--- config.mk ---
export PLATFORM = sky130hd
export DESIGN_NAME = btn_chord_conditioner_flat
export DESIGN_NICKNAME = d
export VERILOG_FILES = /design/src/rtl/btn_chord_conditioner_pkg.sv /design/src/rtl/btn_chord_conditioner_if.sv /design/src/rtl/btn_chord_conditioner_debounce.sv /design/src/rtl/btn_chord_conditioner.sv /design/src/flat_wrapper.sv
export SDC_FILE = /design/constraint.sdc
export NUM_CORES = 1
export LEC_CHECK = 0
export BUFFER_PORTS_ARGS = -buffer_cell sky130_fd_sc_hd__buf_4
export CAP_MARGIN = 20
export CORE_MARGIN = 8
export CORE_UTILIZATION = 55
export CTS_CLUSTER_SIZE = 20
export DETAILED_ROUTE_END_ITERATION = 10
export PLACE_DENSITY = 0.75
export REMOVE_ABC_BUFFERS = 1
export SLEW_MARGIN = 0
export SYNTH_ARGS = -nofsm -noshare
export SYNTH_HDL_FRONTEND = slang
export SYNTH_SLANG_ARGS = --single-unit
export TNS_END_PERCENT = 20
--- constraint.sdc ---
create_clock -name clk -period 2.04 [get_ports clk]
set_input_delay 0.102 -clock clk [delete_from_list [all_inputs] [get_ports clk]]
set_output_delay 0.102 -clock clk [all_outputs]
set_load 0.01 [all_outputs]
--- src/rtl/btn_chord_conditioner_pkg.sv ---
// btn_chord_conditioner_pkg: shared width and FSM state type for the button chord conditioner
package btn_cond_pkg;
  localparam int BTN_W = 4;
  typedef enum logic [1:0] {IDLE, ARMED, EMIT, STUCK} btn_cond_state_t;
endpackage

--- src/rtl/btn_chord_conditioner_if.sv ---
// btn_chord_conditioner_if: raw button levels in, chord event and status out
interface btn_chord_conditioner_if;
  import btn_cond_pkg::*;
  logic [BTN_W-1:0] btn_raw;
  logic [BTN_W-1:0] btn;
  logic busy;
  logic stuck;
  modport master (output btn_raw, input btn, busy, stuck);
  modport slave (input btn_raw, output btn, busy, stuck);
endinterface

--- src/rtl/btn_chord_conditioner_debounce.sv ---
// btn_debounce: accepts the whole vector once it has been stable for DEBOUNCE_CYCLES samples
module btn_debounce #(
  parameter int W = 4,
  parameter int DEBOUNCE_CYCLES = 500_000
) (
  input  logic         clk,
  input  logic         rst,
  input  logic [W-1:0] din,
  output logic [W-1:0] dout
);
  localparam int CW = $clog2(DEBOUNCE_CYCLES + 1);
  localparam logic [CW-1:0] LAST = CW'(DEBOUNCE_CYCLES - 1);
  logic [W-1:0] cand;
  logic [CW-1:0] cnt;
  always_ff @(posedge clk)
    if (rst) begin
      cand <= '0;
      cnt <= '0;
      dout <= '0;
    end else if (din != cand) begin
      cand <= din;
      cnt <= '0;
    end else if (cnt == LAST) dout <= cand;
    else cnt <= cnt + 1'b1;
endmodule

--- src/rtl/btn_chord_conditioner.sv ---
// btn_chord_conditioner: sync + debounce four buttons and emit one OR-ed chord code per gesture
module btn_chord_conditioner
  import btn_cond_pkg::*;
#(
  parameter int DEBOUNCE_CYCLES = 500_000,
  parameter int HOLD_MAX_CYCLES = 250_000_000
) (
  input logic clk,
  input logic rst,
  btn_chord_conditioner_if.slave bus
);
  localparam int HW = $clog2(HOLD_MAX_CYCLES + 1);
  localparam logic [HW-1:0] HOLD_LAST = HW'(HOLD_MAX_CYCLES - 1);
  logic [BTN_W-1:0] s1, s2, deb, acc;
  logic [HW-1:0] hold;
  btn_cond_state_t state, state_nx;
  always_ff @(posedge clk)
    if (rst) begin
      s1 <= '0;
      s2 <= '0;
    end else begin
      s1 <= bus.btn_raw;
      s2 <= s1;
    end
  btn_debounce #(.W(BTN_W), .DEBOUNCE_CYCLES(DEBOUNCE_CYCLES)) u_deb (
    .clk(clk),
    .rst(rst),
    .din(s2),
    .dout(deb)
  );
  always_ff @(posedge clk) state <= rst ? IDLE : state_nx;
  // a release always wins over the hold timeout
  always_comb begin
    state_nx = state;
    case (state)
      IDLE:  state_nx = (deb != '0) ? ARMED : IDLE;
      ARMED: state_nx = (deb == '0) ? EMIT : (hold == HOLD_LAST) ? STUCK : ARMED;
      EMIT:  state_nx = IDLE;
      STUCK: state_nx = (deb == '0) ? IDLE : STUCK;
    endcase
  end
  always_ff @(posedge clk)
    if (rst) begin
      acc <= '0;
      hold <= '0;
    end else
      case (state)
        IDLE:
          if (deb != '0) begin
            acc <= deb;
            hold <= '0;
          end
        ARMED: begin
          acc <= acc | deb;
          hold <= hold + 1'b1;
        end
        default: acc <= '0;
      endcase
  always_comb begin
    bus.btn = (state == EMIT) ? acc : '0;
    bus.busy = (state == ARMED) || (state == STUCK);
    bus.stuck = (state == STUCK);
  end
endmodule

--- src/flat_wrapper.sv ---
// flat-port wrapper written by rule: the top's interface ports become plain ports
module btn_chord_conditioner_flat import btn_cond_pkg::*;
#(
  parameter int DEBOUNCE_CYCLES = 500_000,
  parameter int HOLD_MAX_CYCLES = 250_000_000
)
  (clk, rst, bus_btn_raw, bus_btn, bus_busy, bus_stuck);
  btn_chord_conditioner_if bus_i ();
  input logic clk;
  input logic rst;
  input wire logic [$bits(bus_i.btn_raw)-1:0] bus_btn_raw;
  output wire logic [$bits(bus_i.btn)-1:0] bus_btn;
  output wire logic [$bits(bus_i.busy)-1:0] bus_busy;
  output wire logic [$bits(bus_i.stuck)-1:0] bus_stuck;
  assign bus_i.btn_raw = bus_btn_raw;
  assign bus_btn = bus_i.btn;
  assign bus_busy = bus_i.busy;
  assign bus_stuck = bus_i.stuck;
  btn_chord_conditioner #(.DEBOUNCE_CYCLES(DEBOUNCE_CYCLES), .HOLD_MAX_CYCLES(HOLD_MAX_CYCLES)) u_core (.clk(clk), .rst(rst), .bus(bus_i));
endmodule
# Word level (Yosys, flattened, before mapping)
# Index checks and enable logic that the tools add are counted.
[totals]
ff_bits = 69
in_bits = 6
out_inout_bits = 6
[op_classes]
addsub = 2
eq_ne = 7
mux = 10
bitwise = 2
reduce_logical = 8
[op_table]
columns = ["op", "count"]
rows = [
  ["one-hot mux 28 bit (2 select lines)", 1],
  ["adder 28 x 1 -> 28 bit (second input constant)", 1],
  ["== test 28 bit (second input constant)", 1],
  ["two-way mux 28 bit", 1],
  ["adder 19 x 1 -> 19 bit (second input constant)", 1],
  ["== test 19 bit (second input constant)", 1],
  ["two-way mux 4 bit", 2],
  ["one-hot mux 2 bit (4 select lines)", 1],
  ["one-hot mux 4 bit (2 select lines)", 1],
  ["two-way mux 2 bit", 3],
  ["== test 2 bit (second input constant)", 2],
  ["zero test 4 bit", 1],
  ["!= test 4 bit", 1],
  ["OR 4 bit", 1],
  ["AND reduction 2 bit", 2],
  ["nonzero test 4 bit", 1],
  ["== test 2 x 1 -> 1 bit (second input constant)", 1],
  ["zero test 2 bit", 1],
  ["!= test 2 x 1 -> 1 bit (second input constant)", 1],
  ["nonzero test 2 bit", 1],
  ["OR reduction 2 bit", 1],
  ["logical OR 1 bit", 1],
  ["two-way mux 1 bit", 1],
  ["inverter 1 bit", 1],
]

# Logic depth before layout (Yosys ltp)
[depth]
ltp_word = 4
depth_mapped = 7
ltp_nobuf = 6

# Hierarchy
# From an unflattened synthesis, not the netlist that was laid out.
[hier_totals]
hier_cells = 385
area_unflattened_um2 = 3234.4
[modules_own_cells]
columns = ["mod", "instances", "cells_each", "area_per_inst_um2", "seq_area_each_um2"]
rows = [
  ["btn_chord_conditioner", 1, 241, 1959.4, 840.8],
  ["btn_debounce", 1, 144, 1275.0, 540.5],
]

# Least setup slack after synthesis
# No wires, ideal clock.
[synth_timing]
path_type = "register -> register"
from = "register u_core.hold[14]"
to = "register u_core.hold[25]"
setup_ps = 120
t_arrival_ps = 1817
required_ps = 1920
setup_slack_ps = 104
path_stages_with_launch = 6
n_path_buf = 0
path_cell_list = "dfxtp_1 > nand2_2 > or3_4 > or4_4 > o211a_1 > a211o_1"
[synth_between]
elab_chain_len = 2
[synth_rtl]
columns = ["element", "line_no", "text"]
rows = [
  ["from (decl)", "btn_chord_conditioner.sv:15", "logic [HW-1:0] hold;"],
  ["from (signal assigned)", "btn_chord_conditioner.sv:55", "hold <= hold + 1'b1;"],
  ["adder 28 x 1 -> 28 bit", "btn_chord_conditioner.sv:55", ""],
  ["one-hot mux 28 bit (2 select lines)", "btn_chord_conditioner.sv:47", "case (state)"],
]
# Every way passes these cells.
# A chain may end at the register's enable or synchronous reset.

# Final worst setup path
[layout_timing]
from = "register u_core.hold[18]"
to = "register u_core.hold[25]"
# Same word-level chain as after synthesis.

==> metrics.cfg <==
[routing]
routedWlPerCell_um=13.83
first_iter_violations=191
vias=2806
first_pass_iters=5
wl_um=6623
viasPerCell=5.858
ant_nets=0
drc=0

[timing]
setup_ws_ns=0.06993
finClkSkew_ns=0.007164
worst_slew_pin_slew_ns=0.5095
drv_slew=0
hold_violations=0
min_period_ns=1.970
setup_tns_ns=0
finalCritPeriodShare_pct=96.57
fmax_mhz=507.6
relSlewSlack_pct=65.91
grt_setup_unrepaired=no
setup_viol_count_final=0

[clocking]
htree_levels=3
numCtsBuffers=9
clkTransAtPathRegs_ns=0.08
cts_root_buf=clkbuf_8
clkLatencyLatePin_ns=0.34
cts_buffer_depth=2
clock-sinks=69
cts_tree=built
cts_setup_buffers=0

[critical_path]
r2r_start=u_core.hold[18]
worstPathMaxFanout=4
crit_chain=nand2_1 > or3_4 > or4_4 > o211a_1 > a211o_1
critPathKind=flip-flop to flip-flop
crit_arrival_ns=2.20
crit_required_ns=2.27
endpoint_kind=flip-flop
startpoint=u_core.hold[18]
slowest_stage=or4_4
crit_path_start_kind=flip-flop
max_stage_delay_ns=0.51

[floorplanning]
placeableCoreArea_um2=5574
io_pins=12
rows=27
dieArea_um2=8522
die_y_um=92.32
die_x_um=92.32
start_util_pct=57.46

[pwr]
power_density_nw_per_um2=685.6
vdd_drop_max_v=0.0005404
p_leak_nw=1.256

[finish]
fillCellCount=474
final_cell_mix=dfxtp_1, nor2_1, nand2_1, buf_4, o21ai_0
drive_gt1_share_pct=16.46
seq_area_um2=1384
finalNetCount=410
final_common_cell=dfxtp_1
num_antenna_cells=0
area_growth_syn_to_layout_pct=15.08
multi_input_area_um2=1727

[synthesis]
ys.flop_type=dfxtp_1
synth_seq_area_share_pct=43.13
synth.area.top_cells=dfxtp_1, nor2_1, xnor2_1
yosysWarnings=0
synthArstFlopShare_pct=0
synth_edf_count=0
synth.top_cell.area_share_pct=43.13
synthCells=371
synth_top_cell_by_area=dfxtp_1
ys_seq_elements=69
ys_types=56
avgSynthCellArea_um2=8.634
synth_area_um2=3203

[placement]
pre_cts_slack_ns=0.06014
dp_hpwl_um=4593
gp_congestion=0.9477
port_buffers=11

[global_routing]
grt_pass1_vias=2637
gr-total-overflow=0
track_usage_pct=16.48
grt_max_degree=43
grt_pass1_wl_um=11710
grt_antenna_before_repair=0

[flow_run]
drv_cap=0

[run_status]
status=completed

[min_path]
hold_class=input port to flip-flop
worstHoldStart=rst

-- logic make-up (layout without fill, tap and decap cells) --
family	after synthesis	in the layout	synth area share (%)
xor+xnor	24	24	6.562
flops	69	69	43.12
compound gates	64	64	12.46
fa+ha+maj	2	2	0.7811
buf+inv	19	55	3.437
simple gates	184	184	30.70
mux	9	9	2.930
-- cells in the mapped netlist, drive strengths merged (4+ instances only) --
master	n
nor2	45
and4	7
dfxtp	69
xnor2	14
or4	4
a21oi	18
nand4	13
mux2i	6
xor2	10
and3	8
nand3	19
and2	7
nand2b	4
a311oi	5
o21ai	20
buf	6
nor4	6
clkbuf	9
nand2	32
nor3	10
inv	4
or3	6
nor2b	14
-- repair_timing --
action,4_1_cts,5_1_grt
gates resized for setup,0,6
hold buffers,4,0
endpoints found under the hold margin,4,0
setup endpoints to repair,0,3
-- routing by layer --
layer,vias up,GRT usage [%],share of wire [%]
li1,1401,-,-
met1,1320,20.42,47
met2,76,26.34,47
met3,9,4.520,4.9
met4,0,6.980,1.2
met5,-,0,0
-- final cells by class --
cell class	count	area share (%)
clock inverters	7	2.003
inverters	4	0.4073
repair buffers	35	7.400
flip-flops and latches	69	37.54
well taps	72	2.444
multi-input cells	283	46.84
clock buffers	9	3.360
-- per-stage QoR --
stage	instances	hold slack (ns)	util, %	area (um2)	power (mW)
floorplan	356	0.1711	-	3108	1.428
global placement	459	0.3192	61.55	3431	1.456
detailed placement	459	0.3229	61.55	3431	1.458
CTS	479	0.1684	65.81	3669	2.556
global route	479	0.1864	66.13	3686	2.628
finish	479	0.1743	66.13	3686	2.527
-- power by group --
part	internal (mW)	switching [mW]
registers	1.36	0.00823
logic	0.0287	0.0366
clock network	0.568	0.527
total	1.96	0.572
-- registers in the layout, indices dropped and copies added, names as in the netlist --
name,cells
u_core.hold,28
u_core.state,2
u_core.acc,4
u_core.u_deb.dout,4
u_core.u_deb.cnt,19
u_core.u_deb.cand,4
u_core.s1,4
u_core.s2,4
-- worst max-delay path, delay by kind of cell, from the launching register on --
family	cells	cell delay [ns]
AND/OR/NAND/NOR	3	1.02
AO/OA/AOI/OAI	2	0.49
flip-flops	1	0.35
-- final timing paths --
path / endpoint / slack [ns] / depth (start not counted)
max: u_core.hold[25] / 0.07 / 5
max reg2reg: u_core.hold[25] / 0.07 / 5
min: u_core.s2[2] / 0.17 / 2
min reg2reg: u_core.s2[2] / 0.44 / 1
No activity file was read; power rests on OpenSTA's default activity.
